## config.mk

```make
export PLATFORM = sky130hd
export DESIGN_NAME = seq_fixed_point_mult
export DESIGN_NICKNAME = d
export VERILOG_FILES = /design/src/rtl/seq_fixed_point_mult_pkg.sv /design/src/rtl/seq_fixed_point_mult_saturate.sv /design/src/rtl/seq_fixed_point_mult.sv
export SDC_FILE = /design/constraint.sdc
export NUM_CORES = 1
export LEC_CHECK = 0
export ABC_AREA = 1
export BUFFER_PORTS_ARGS = -buffer_cell sky130_fd_sc_hd__buf_2
export CAP_MARGIN = 20
export CORE_MARGIN = 2
export CORE_UTILIZATION = 50
export CTS_BUF_LIST = sky130_fd_sc_hd__clkbuf_2 sky130_fd_sc_hd__clkbuf_4 sky130_fd_sc_hd__clkbuf_8
export DETAILED_ROUTE_END_ITERATION = 7
export GPL_ROUTABILITY_DRIVEN = 1
export PLACE_DENSITY = 0.7
export SYNTH_ARGS = -nofsm -noshare
export SYNTH_HDL_FRONTEND = slang
export SYNTH_SLANG_ARGS = --single-unit
```

## constraint.sdc

```tcl
create_clock -name clk -period 5.95 [get_ports clk]
set_input_delay 1.19 -clock clk [delete_from_list [all_inputs] [get_ports clk]]
set_output_delay 1.19 -clock clk [all_outputs]
set_load 0.005 [all_outputs]
```

## src/rtl/seq_fixed_point_mult_pkg.sv

```systemverilog
// Shared types and width-derived constants for the sequential fixed-point multiplier.
package seq_fixed_point_mult_pkg;

    typedef enum logic [1:0] {
        StIdle,
        StCalc,
        StSign,
        StDone
    } state_e;

    // Counter must hold the value WIDTH itself.
    function automatic int unsigned cnt_width(input int unsigned width);
        return $clog2(width + 1);
    endfunction

    // Saturation limits, returned 64 bits wide; callers keep the low WIDTH bits.
    function automatic logic [63:0] max_pos(input int unsigned width);
        return (64'd1 << (width - 1)) - 64'd1;
    endfunction

    function automatic logic [63:0] max_neg(input int unsigned width);
        return 64'd1 << (width - 1);
    endfunction

endpackage

```

## src/rtl/seq_fixed_point_mult_saturate.sv

```systemverilog
// Combinational fixed-point rescale: arithmetic shift by FRAC, then clamp to WIDTH bits.
module fixed_point_saturate
    import seq_fixed_point_mult_pkg::*;
#(
    parameter int unsigned WIDTH = 32,
    parameter int unsigned FRAC  = 0
) (
    input  logic signed [2*WIDTH-1:0] prod_in,
    output logic        [WIDTH-1:0]   sat_out,
    output logic                      overflow
);

    localparam logic [63:0] MaxPos = max_pos(WIDTH);
    localparam logic [63:0] MaxNeg = max_neg(WIDTH);

    logic signed [2*WIDTH-1:0] shifted;
    logic                      fits;

    // Value fits when every bit above the result sign bit equals the sign.
    always_comb begin
        shifted = prod_in >>> FRAC;
        fits    = (shifted[2*WIDTH-1:WIDTH-1] == {(WIDTH+1){shifted[2*WIDTH-1]}});
        if (fits) begin
            sat_out  = shifted[WIDTH-1:0];
            overflow = 1'b0;
        end else begin
            sat_out  = shifted[2*WIDTH-1] ? MaxNeg[WIDTH-1:0] : MaxPos[WIDTH-1:0];
            overflow = 1'b1;
        end
    end

endmodule

```

## src/rtl/seq_fixed_point_mult.sv

```systemverilog
// Multi-cycle signed radix-2 shift-add multiplier with saturated fixed-point result.
// Magnitudes are multiplied unsigned, sign applied once at the end. WIDTH must be >= 2.
module seq_fixed_point_mult
    import seq_fixed_point_mult_pkg::*;
#(
    parameter int unsigned WIDTH = 32,
    parameter int unsigned FRAC  = 0
) (
    input  logic                 clk,
    input  logic                 rst_n,
    input  logic                 in_valid,
    output logic                 in_ready,
    input  logic [WIDTH-1:0]     a,
    input  logic [WIDTH-1:0]     b,
    output logic                 out_valid,
    input  logic                 out_ready,
    output logic [2*WIDTH-1:0]   product,
    output logic [WIDTH-1:0]     result,
    output logic                 overflow
);

    localparam int unsigned     CntW    = cnt_width(WIDTH);
    localparam int unsigned     W2      = 2 * WIDTH;
    localparam logic [CntW-1:0] CntInit = CntW'(WIDTH);
    localparam logic [CntW-1:0] CntOne  = CntW'(1);

    state_e            state_q, state_d;
    logic [WIDTH-1:0]  mcand_q, mcand_d;
    logic [WIDTH-1:0]  mplier_q, mplier_d;
    logic [W2-1:0]     acc_q, acc_d;
    logic              sign_q, sign_d;
    logic [CntW-1:0]   cnt_q, cnt_d;
    logic [W2-1:0]     product_q, product_d;
    logic [WIDTH-1:0]  result_q, result_d;
    logic              ovf_q, ovf_d;

    logic [WIDTH-1:0]  a_mag, b_mag;
    logic [WIDTH:0]    sum;
    logic [W2-1:0]     signed_acc;
    logic [WIDTH-1:0]  sat_result;
    logic              sat_ovf;

    fixed_point_saturate #(
        .WIDTH (WIDTH),
        .FRAC  (FRAC)
    ) u_saturate (
        .prod_in  (signed_acc),
        .sat_out  (sat_result),
        .overflow (sat_ovf)
    );

    // Datapath helpers: operand magnitudes, partial-product add, signed product.
    always_comb begin
        a_mag      = a[WIDTH-1] ? ('0 - a) : a;
        b_mag      = b[WIDTH-1] ? ('0 - b) : b;
        sum        = {1'b0, acc_q[W2-1:WIDTH]} + (mplier_q[0] ? {1'b0, mcand_q} : '0);
        signed_acc = sign_q ? ('0 - acc_q) : acc_q;
    end

    // FSM next-state and register updates.
    always_comb begin
        state_d   = state_q;
        mcand_d   = mcand_q;
        mplier_d  = mplier_q;
        acc_d     = acc_q;
        sign_d    = sign_q;
        cnt_d     = cnt_q;
        product_d = product_q;
        result_d  = result_q;
        ovf_d     = ovf_q;
        unique case (state_q)
            StIdle: begin
                if (in_valid) begin
                    mcand_d  = a_mag;
                    mplier_d = b_mag;
                    sign_d   = a[WIDTH-1] ^ b[WIDTH-1];
                    acc_d    = '0;
                    cnt_d    = CntInit;
                    state_d  = StCalc;
                end
            end
            StCalc: begin
                // Carry out of the add becomes the new MSB after the right shift.
                acc_d    = {sum, acc_q[WIDTH-1:1]};
                mplier_d = mplier_q >> 1;
                cnt_d    = cnt_q - CntOne;
                if (cnt_q == CntOne) begin
                    state_d = StSign;
                end
            end
            StSign: begin
                product_d = signed_acc;
                result_d  = sat_result;
                ovf_d     = sat_ovf;
                state_d   = StDone;
            end
            StDone: begin
                if (out_ready) begin
                    state_d = StIdle;
                end
            end
            default: state_d = StIdle;
        endcase
    end

    // State and datapath registers; reset aborts any operation in flight.
    always_ff @(posedge clk or negedge rst_n) begin
        if (!rst_n) begin
            state_q   <= StIdle;
            mcand_q   <= '0;
            mplier_q  <= '0;
            acc_q     <= '0;
            sign_q    <= 1'b0;
            cnt_q     <= '0;
            product_q <= '0;
            result_q  <= '0;
            ovf_q     <= 1'b0;
        end else begin
            state_q   <= state_d;
            mcand_q   <= mcand_d;
            mplier_q  <= mplier_d;
            acc_q     <= acc_d;
            sign_q    <= sign_d;
            cnt_q     <= cnt_d;
            product_q <= product_d;
            result_q  <= result_d;
            ovf_q     <= ovf_d;
        end
    end

    assign in_ready  = (state_q == StIdle);
    assign out_valid = (state_q == StDone);
    assign product   = product_q;
    assign result    = result_q;
    assign overflow  = ovf_q;

endmodule

```

# ---- Word-level counts from Yosys, hierarchy flattened
# Index checks and enable logic that the tools add are counted.
# Widths: inputs -> output; s select.
dict set report totals {
  reg_bits 234
  elab_cells 45
  inputBits 68
  output_inout_bits 99
}
dict set report classes {
  n_reduce_logical 5
  mux 17
  eq_ne 8
  addsub 5
  n_bitwise 1
}
# operator count
set op_table {}
lappend op_table {{$mux 32} 6}
lappend op_table {{$mux 64} 2}
lappend op_table {{$pmux 64 s2} 1}
lappend op_table {{$pmux 32 s2} 1}
lappend op_table {{$sub 1x32->32 const A} 2}
lappend op_table {{$sub 1x64->64 const A} 1}
lappend op_table {{$add 32x32->33} 1}
lappend op_table {{$eq 32x32->1} 1}
lappend op_table {{$pmux 6 s2} 1}
lappend op_table {{$pmux 2 s4} 1}
lappend op_table {{$eq 6x1->1 const B} 1}
lappend op_table {{$mux 2} 3}
lappend op_table {{$mux 6} 1}
lappend op_table {{$sub 6x1->6 const B} 1}
lappend op_table {{$eq 2x2->1 const B} 2}
lappend op_table {{$ne 2x2->1 const B} 2}
lappend op_table {{$reduce_and 2->1} 2}
lappend op_table {{$reduce_and 3->1} 1}
lappend op_table {{$eq 2x1->1 const B} 1}
lappend op_table {{$logic_not 2->1} 1}
lappend op_table {{$ne 2x1->1 const B} 1}
lappend op_table {{$reduce_bool 2->1} 1}
lappend op_table {{$mux 1} 1}
lappend op_table {{$xor 1x1->1} 1}

# ---- Longest topological paths before layout
# Gate-level depths: netlist of the first run.
dict set report logic_depth {
  depth_word 4
  mapped_depth 21
}

# ---- Modules after synthesis
# Synthesis of the first run repeated with hierarchy kept, for this count alone.
dict set report unflattened {
  hier_cells 2635
  hier_area_um2 16749.8
}
# module n_inst cells_per_inst area_each_um2 seq_area_each_um2
set by_module_without_submodules {}
lappend by_module_without_submodules {seq_fixed_point_mult 1 2498 16067.9 5855.6}
lappend by_module_without_submodules {fixed_point_saturate 1 137 681.9 0.0}

# ---- Least setup slack after synthesis of the first run
# OpenSTA, ideal clock, no wires.
dict set report synth_path {
  path_kind {reg-to-reg}
  startpoint {register mplier_q[0]}
  endpoint {register acc_q[51]}
  path_slack_ns 2.892
  path_stages_with_launch 19
  n_path_buf 2
  period_less_slack_ns 3.058
  required_time_ns 5.820
  setup_ns 0.130
  arrival_time_ns 2.928
  cell_sequence {dfrtp_1 clkbuf_1 clkbuf_1 nand2_1 inv_1 ha_1 inv_1 fa_1 nor2_1 nor2_1 o21ai_0 a21oi_1 o21bai_1 nand2_1 nand3_1 o21ai_0 or2_2 nand3_1 o21ai_0}
}
dict set report synth_between {
  elab_chain_cells 3
}
# element line_no
set synth_rtl {}
lappend synth_rtl {{start, declared} seq_fixed_point_mult.sv:29} ;# logic [WIDTH-1:0] mplier_q, mplier_d;
lappend synth_rtl {{start signal, assigned} seq_fixed_point_mult.sv:121} ;# mplier_q <= mplier_d;
lappend synth_rtl {{$mux 32} seq_fixed_point_mult.sv:56} ;# sum = {1'b0, acc_q[W2-1:WIDTH]} + (mplier_q[0] ? {1'b0, mcand_q} : '0);
lappend synth_rtl {{$add 32x32->33} seq_fixed_point_mult.sv:56}
lappend synth_rtl {{$pmux 64 s2} seq_fixed_point_mult.sv:71} ;# unique case (state_q)
lappend synth_rtl {{end signal, assigned} seq_fixed_point_mult.sv:112} ;# acc_q <= '0;
lappend synth_rtl {{end signal, assigned} seq_fixed_point_mult.sv:122} ;# acc_q <= acc_d;
lappend synth_rtl {{end, declared} seq_fixed_point_mult.sv:30} ;# logic [W2-1:0] acc_q, acc_d;
# Every way passes these cells.
# A chain may end at the register's enable or synchronous reset.

# ---- Worst setup path in the final report of the first run
dict set report layout_path {
  startpoint {register state_q[1]}
  endpoint {register cnt_q[5]}
}
dict set report layout_between {
  elab_chain_cells 3
  word_cells_on_any_way 6
}
# element line_no
set layout_rtl {}
lappend layout_rtl {{start, declared} seq_fixed_point_mult.sv:27} ;# state_e state_q, state_d;
lappend layout_rtl {{start signal, assigned} seq_fixed_point_mult.sv:109} ;# state_q <= StIdle;
lappend layout_rtl {{start signal, assigned} seq_fixed_point_mult.sv:119} ;# state_q <= state_d;
lappend layout_rtl {{$eq 2x1->1 / $logic_not 2->1 (equally long branches)} seq_fixed_point_mult.sv:71}
lappend layout_rtl {{$reduce_bool 2->1 (no source line) / $ne 2x2->1 (equally long branches)} --}
lappend layout_rtl {{$reduce_and 2->1 (no source line)} --}
lappend layout_rtl {{end signal, assigned} seq_fixed_point_mult.sv:124} ;# cnt_q <= cnt_d;
lappend layout_rtl {{end, declared} seq_fixed_point_mult.sv:32} ;# logic [CntW-1:0] cnt_q, cnt_d;
# Several ways; a longest one is shown, not always the timed one.

==> results of run 1 <==
[sequential cells by signal, indices dropped and copies added (netlist names)]
register and flops:
state_q 2, cnt_q 6, product 64, sign_q 1
overflow 1, result 32, mplier_q 32, mcand_q 32
acc_q 64
[logic make-up (layout without fill, tap and decap cells)]
kind of cell	count (synthesis)	in the layout	share of synthesized area (%)
compound gates	404	404	14.7
xor+xnor	73	73	4.21
fa+ha+maj	42	42	3.51
buf+inv	298	472	7.75
flops	234	234	38.6
simple gates	1162	1162	31.3
[placed cells by master, fill, tap and decap left out, drive strengths merged, types with 4 or more instances in the layout]
master	n
inv	220
nor4	9
o211ai	17
nor2	260
a31oi	21
nor3	21
clkbuf	68
nand2	760
nand4	27
o22ai	41
xnor2	12
o21bai	4
a21oi	94
clkinv	5
o31ai	7
xor2	61
or2	7
nand3	71
ha	41
dfrtp	234
buf	178
o21ai	209
[where the power goes]
group / total, W / leakage, nW / switching, W / internal, W
Clock: 0.00163 / 0.493 / 0.000679 / 0.000948
Sequential: 0.00263 / 2.99 / 0.000447 / 0.00219
Combinational: 0.00466 / 5.76 / 0.00315 / 0.00151
[worst max-delay path, delay by kind of cell (launching register included)]
kind	cells	cell delay (ns)
and+or+nand+nor	3	0.92
buffers and inverters	4	1.39
AOI/OAI and AO/OA	2	0.77
adders and majority gates	1	0.15
DFF	1	0.40
[final cells by class]
| class | instances | area, um^2 |
|---|---|---|
| tap | 390 | 488 |
| clock inverter | 7 | 70.1 |
| timing repair buffer | 178 | 951 |
| fill | 2972 | 12600 |
| sequential | 234 | 5860 |
| multi-input combinational | 1681 | 8170 |
| clock buffer | 68 | 848 |
| inverter | 219 | 822 |
[path summary, 6_finish.rpt]
path                                   startpoint                 endpoint  depth (start not counted)  slack [ns]
max in group asynchronous                   rst_n     acc_q[2]$_DFFE_PN0P_                          2        4.12
setup / recovery           state_q[1]$_DFFE_PN0P_     cnt_q[5]$_DFFE_PN0P_                         10        2.16
min in group asynchronous                   rst_n  product[11]$_DFFE_PN0P_                          1        0.65
hold / removal             product[4]$_DFFE_PN0P_   product[4]$_DFFE_PN0P_                          2        0.47
setup reg to reg           state_q[1]$_DFFE_PN0P_     cnt_q[5]$_DFFE_PN0P_                         10        2.16
hold reg to reg            product[4]$_DFFE_PN0P_   product[4]$_DFFE_PN0P_                          2        0.47
[metrics by stage]
stage,hold slack [ns],instances,util [%]
after floorplan,0.444,2213,-
after global placement,0.457,2701,54.6
after detailed placement,0.460,2701,54.6
after CTS,0.476,2776,57.6
after global routing,0.491,2777,57.7
final,0.472,2777,57.7
[layer usage]
layer	global-route usage (%)	vias up	routed length [um]
met5	0	-	0
met3	3.35	82	2560
met1	38.8	6762	20100
li1	-	7443	-
met2	43.8	457	19000
met4	10.4	0	1490
==> results.ini, run 1 <==
[global_routing]
grt_overflow_total=0
grt_antenna_before_repair=0
grt_max_degree=93
grt_pass1_vias=14000
grt_pass1_wl_mm=70.3
track_usage_pct=27.6

[sta]
fin_crit_ns=3.79
final-hold-violation-count=0
max_freq_mhz=264
min_period_over_period_pct=63.6
finClkSkew_ns=0.0224
rsz0062_at_grt=no
slew_viol_final=0
worst_slack_ns=2.16
fin_tns_setup_ns=0
setup_viol=0
max_slew_margin_pct=40.4
worstMarginPinSlew_ns=0.894

[yosys]
syn-num-nets=2323
synth_area_leaders=dfrtp_1, nand2_1, o21ai_0
yosysWarnings=0
syn_inst=2213
synthArstFlopShare_pct=100
synth-seq-cells=234
yosysTopAreaCell=dfrtp_1
syn_area_per_cell_um2=6.86
synth.most_common_cell=nand2_1
yosys.area.top_type_share_pct=38.6
syn_area_mm2=0.0152
ys_seq_area_share_pct=38.6
synthTopCellsByCount=nand2_1, nor2_1, dfrtp_1
synth.distinct_cells=45
synth_ff_type=dfrtp_1
synth_edf_count=0

[clocking]
cts_tree=built
clock_sinks=234
cts-root-buf=clkbuf_8
path_clk_slew_ns=0.06
postCtsSetupRepairBufs=0
worst_skew_pair.late_latency_ns=0.56
cts_resized=0
htree_num_levels=2
cts_max_path_buffers=3
postCtsHoldBufs=0
cts_made_buffers=41

[critical_path]
end_kind=flip-flop
crit_path_start_kind=flip-flop
slowest_delay_ns=0.64
arrival_ns=4.20
crit_slowest_cell=o21ai_4
crit_type=reg2reg
required_ns=6.37
path_cells=inv_1 > ha_1 > buf_4 > inv_1 > o21ai_4 > buf_4 > nand3_1 > or2_2 > o21ai_0 > or3b_2
worstPathMaxFanout=40

[power]
power.leakage_nw=9.25
peakVddDrop_uv=254
total_power_w=0.00892
p_per_area_mw_per_mm2=519

[place]
place.gp.congestion=0.970
hpwl_mm=32.9
io_buffers=166
place_area_mm2=0.0163
place_ws_ns=2.19

[floorplan]
die_w_um=178
die_h_um=178
die-area_mm2=0.0318
start_util_pct=51.0
io_pins=167
coreArea_mm2=0.0298
fp-row-count=63

[detailed_routing]
ant_nets=0
viasPerCell=5.31
vias=14700
drt_iter0_drc=1001
drc_errors=0
routed_wirelength_mm=43.2
drt-wirelength-per-cell_um=15.5
drt-pass1-iter-count=5

[min_path]
min_path_type=reg2reg

[run_status]
run_status=completed

[layout]
diodes=0
syn_to_final_growth_pct=13.3
drive_gt1_share_pct=12.9
stdcell_area_mm2=0.0172
nets=2465

[flow_run]
cap_viol_max_count=0

Note: power is estimated with default switching activity, not from simulation.
==> run 2, diff against run 1 <==
- clock period: 5.95 -> 3.9 ns (I/O delays scaled with it)
==> run 2 against run 1 <==
Compared with the run above:
- utilization rose by 0.10 points
- maximum frequency rose by 20%
- non-clock buffer count rose by 8
- first-iteration DRC count rose by 23%
- worst setup slack got worse by 1.4 ns
- clock skew rose by 0.017 ns
- largest cell class unchanged
- largest power group unchanged
==> results.ini, run 2 (synthesis results as in run 1) <==
[run_status]
run_status=completed

[power]
pwr-share-comb_pct=52.5  ; +0.2 points
p_seq_share_pct=29.8  ; +0.3 points
switchingPower_w=0.00656  ; +53%
netSwitchingFraction_pct=48.2  ; +0.23 points
power.leakage_nw=9.27  ; +0.22%
cellInternalPower_w=0.00706  ; +52%
peakVddDrop_uv=359  ; +41%
total_power_w=0.0136  ; +53%
p_per_area_mw_per_mm2=791  ; +52%
clkPwrFrac_pct=17.7  ; -0.5 points

[place]
hpwl_mm=33.4  ; +1.4%
io_buffers=166  ; unchanged
place.gp.congestion=0.961  ; -0.96%
place_ws_ns=0.784  ; -1.40 ns

[sta]
max_freq_mhz=316  ; +20%
whs_ns=0.171  ; -0.300 ns
final-hold-violation-count=0  ; unchanged
max_slew_margin_pct=38.9  ; -1.4 points
fin_crit_ns=3.17  ; -0.618 ns
setup_viol=0  ; unchanged
worstMarginPinSlew_ns=0.914  ; +0.0205 ns
min_period_over_period_pct=81.2  ; +18 points
worst_slack_ns=0.733  ; -1.43 ns
slew_viol_final=0  ; unchanged
rsz0062_at_grt=no
fin_tns_setup_ns=0  ; unchanged
finClkSkew_ns=0.0389  ; +0.0165 ns

[layout]
syn_to_final_growth_pct=13.5
layout_commonest_cell=nand2_1
register_area_mm2=0.00586  ; unchanged
layout_common_cells=nand2_1, nor2_1, dfrtp_1
fillers=2923  ; -1.6%
drive_gt1_share_pct=13.1  ; +0.18 points
multiInputGateArea_mm2=0.00817  ; unchanged
nets=2474  ; +0.37%
diodes=0  ; unchanged

[critical_path]
reg2reg_from=mplier_q[0]$_DFFE_PN0P_
r2r-end=acc_q[54]$_DFFE_PN0P_
worstPathMaxFanout=29  ; -28%
arrival_ns=3.55  ; -0.65 ns
rr_worst_depth=15  ; +5
crit_path_end=acc_q[54]$_DFFE_PN0P_
end_kind=flip-flop
worstSetupStartpoint=mplier_q[0]$_DFFE_PN0P_
crit_path_start_kind=flip-flop
crit_type=reg2reg
required_ns=4.29  ; -2.08 ns
r2r_setup_slack_ns=0.73  ; -1.43 ns

[clocking]
postCtsSetupRepairBufs=0  ; unchanged
cts_tree=built
cts-root-buf=clkbuf_8
postCtsHoldBufs=0  ; unchanged
worst_skew_pair.late_latency_ns=0.57  ; about the same
cts_made_buffers=42  ; +2.4%
cts_resized=0  ; unchanged
path_clk_slew_ns=0.06  ; about the same
htree_num_levels=2  ; unchanged
clock_sinks=234  ; unchanged
cts_max_path_buffers=3  ; unchanged

[global_routing]
grt_antenna_before_repair=0  ; unchanged
grt_pass1_wl_mm=70.6  ; +0.48%
grt_pass1_vias=13900  ; -1.3%
grt_max_degree=82  ; -12%
grt_overflow_total=0  ; unchanged
track_usage_pct=27.6  ; about the same

[min_path]
min_path_type=in2async

[detailed_routing]
routed_wirelength_mm=43.7  ; +1.3%
drc_errors=0  ; unchanged
vias=15000  ; +1.4%
viasPerCell=5.37  ; +1.2%
drt-wirelength-per-cell_um=15.7  ; +1.1%
drt_iter0_drc=1232  ; +23%
ant_nets=0  ; unchanged
drt-pass1-iter-count=5  ; unchanged

[floorplan]
die_h_um=178  ; unchanged
start_util_pct=51.0  ; unchanged
fp-row-count=63  ; unchanged
io_pins=167  ; unchanged
coreArea_mm2=0.0298  ; unchanged
die-area_mm2=0.0318  ; unchanged
die_w_um=178  ; unchanged

[flow_run]
cap_viol_max_count=0  ; unchanged

## run 2: cell types whose count changed in the layout (fill, tap and decap cells not counted), sizes merged
| cell | before | now |
|---|---|---|
| buf | 178 | 186 |
| clkbuf | 68 | 67 |
| clkinv | 5 | 3 |
## run 2: power groups by stage
stage	Sequential, W	Clock [W]	Combinational (W)
2_1_floorplan	0.00386	0	0.00502
3_3_place_gp	0.00406	0	0.00695
3_5_place_dp	0.00408	0	0.00705
4_1_cts	0.00405	0.00246	0.00707
5_1_grt	0.00417	0.00255	0.00812
6_report	0.00406	0.00242	0.00715
## run 2: through the flow
stage               std cells  util, %  area, um^2
global route             2782     57.8       17200
floorplan                2213        -       15200
global placement         2709     54.8       16300
detailed placement       2709     54.8       16300
finish                   2782     57.8       17200
CTS                      2781     57.7       17200
## run 2: area by class of cell
class / count / area share, %
multi-input cells: 1681 / 47.4
flip-flops and latches: 234 / 34.0
repair buffers: 186 / 5.94
inverters: 219 / 4.77
clock buffers: 67 / 4.73
well taps: 390 / 2.83
clock inverters: 5 / 0.348
## run 2: how the worst min path moves through the flow
stage | end | slack [ns] | cells after the start
CTS | result[14]$_DFFE_PN0P_ | 0.20 | 1
floorplan | mplier_q[3]$_DFFE_PN0P_ | 0.44 | 2
global route | result[15]$_DFFE_PN0P_ | 0.22 | 1
detailed placement | result[9]$_DFFE_PN0P_ | 0.46 | 2
finish | result[15]$_DFFE_PN0P_ | 0.17 | 1
global placement | product[9]$_DFFE_PN0P_ | 0.46 | 2
## run 2: routing by layer
layer  GRT usage, %  part of all wire, %  wire (um)  up-vias
met3           3.37                  6.1       2650       82
li1               -                    -          -     7457
met1           40.3                   48      20800     6917
met2           42.8                   43      19000      497
met4           8.81                  2.9       1280        0
met5              0                    0          0        -
## run 2: worst max-delay path, cell delays in order, from the launching register on
cell,delay [ns]
dfrtp_1,0.41
buf_4,0.23
nand2_1,0.09
inv_1,0.04
ha_1,0.33
a21oi_1,0.15
o21ai_0,0.19
a21oi_1,0.33
o21bai_1,0.10
buf_4,0.16
nand2_1,0.08
nand2_1,0.14
nand2_1,0.09
nand2_1,0.07
o21ai_0,0.43
o21ai_0,0.16
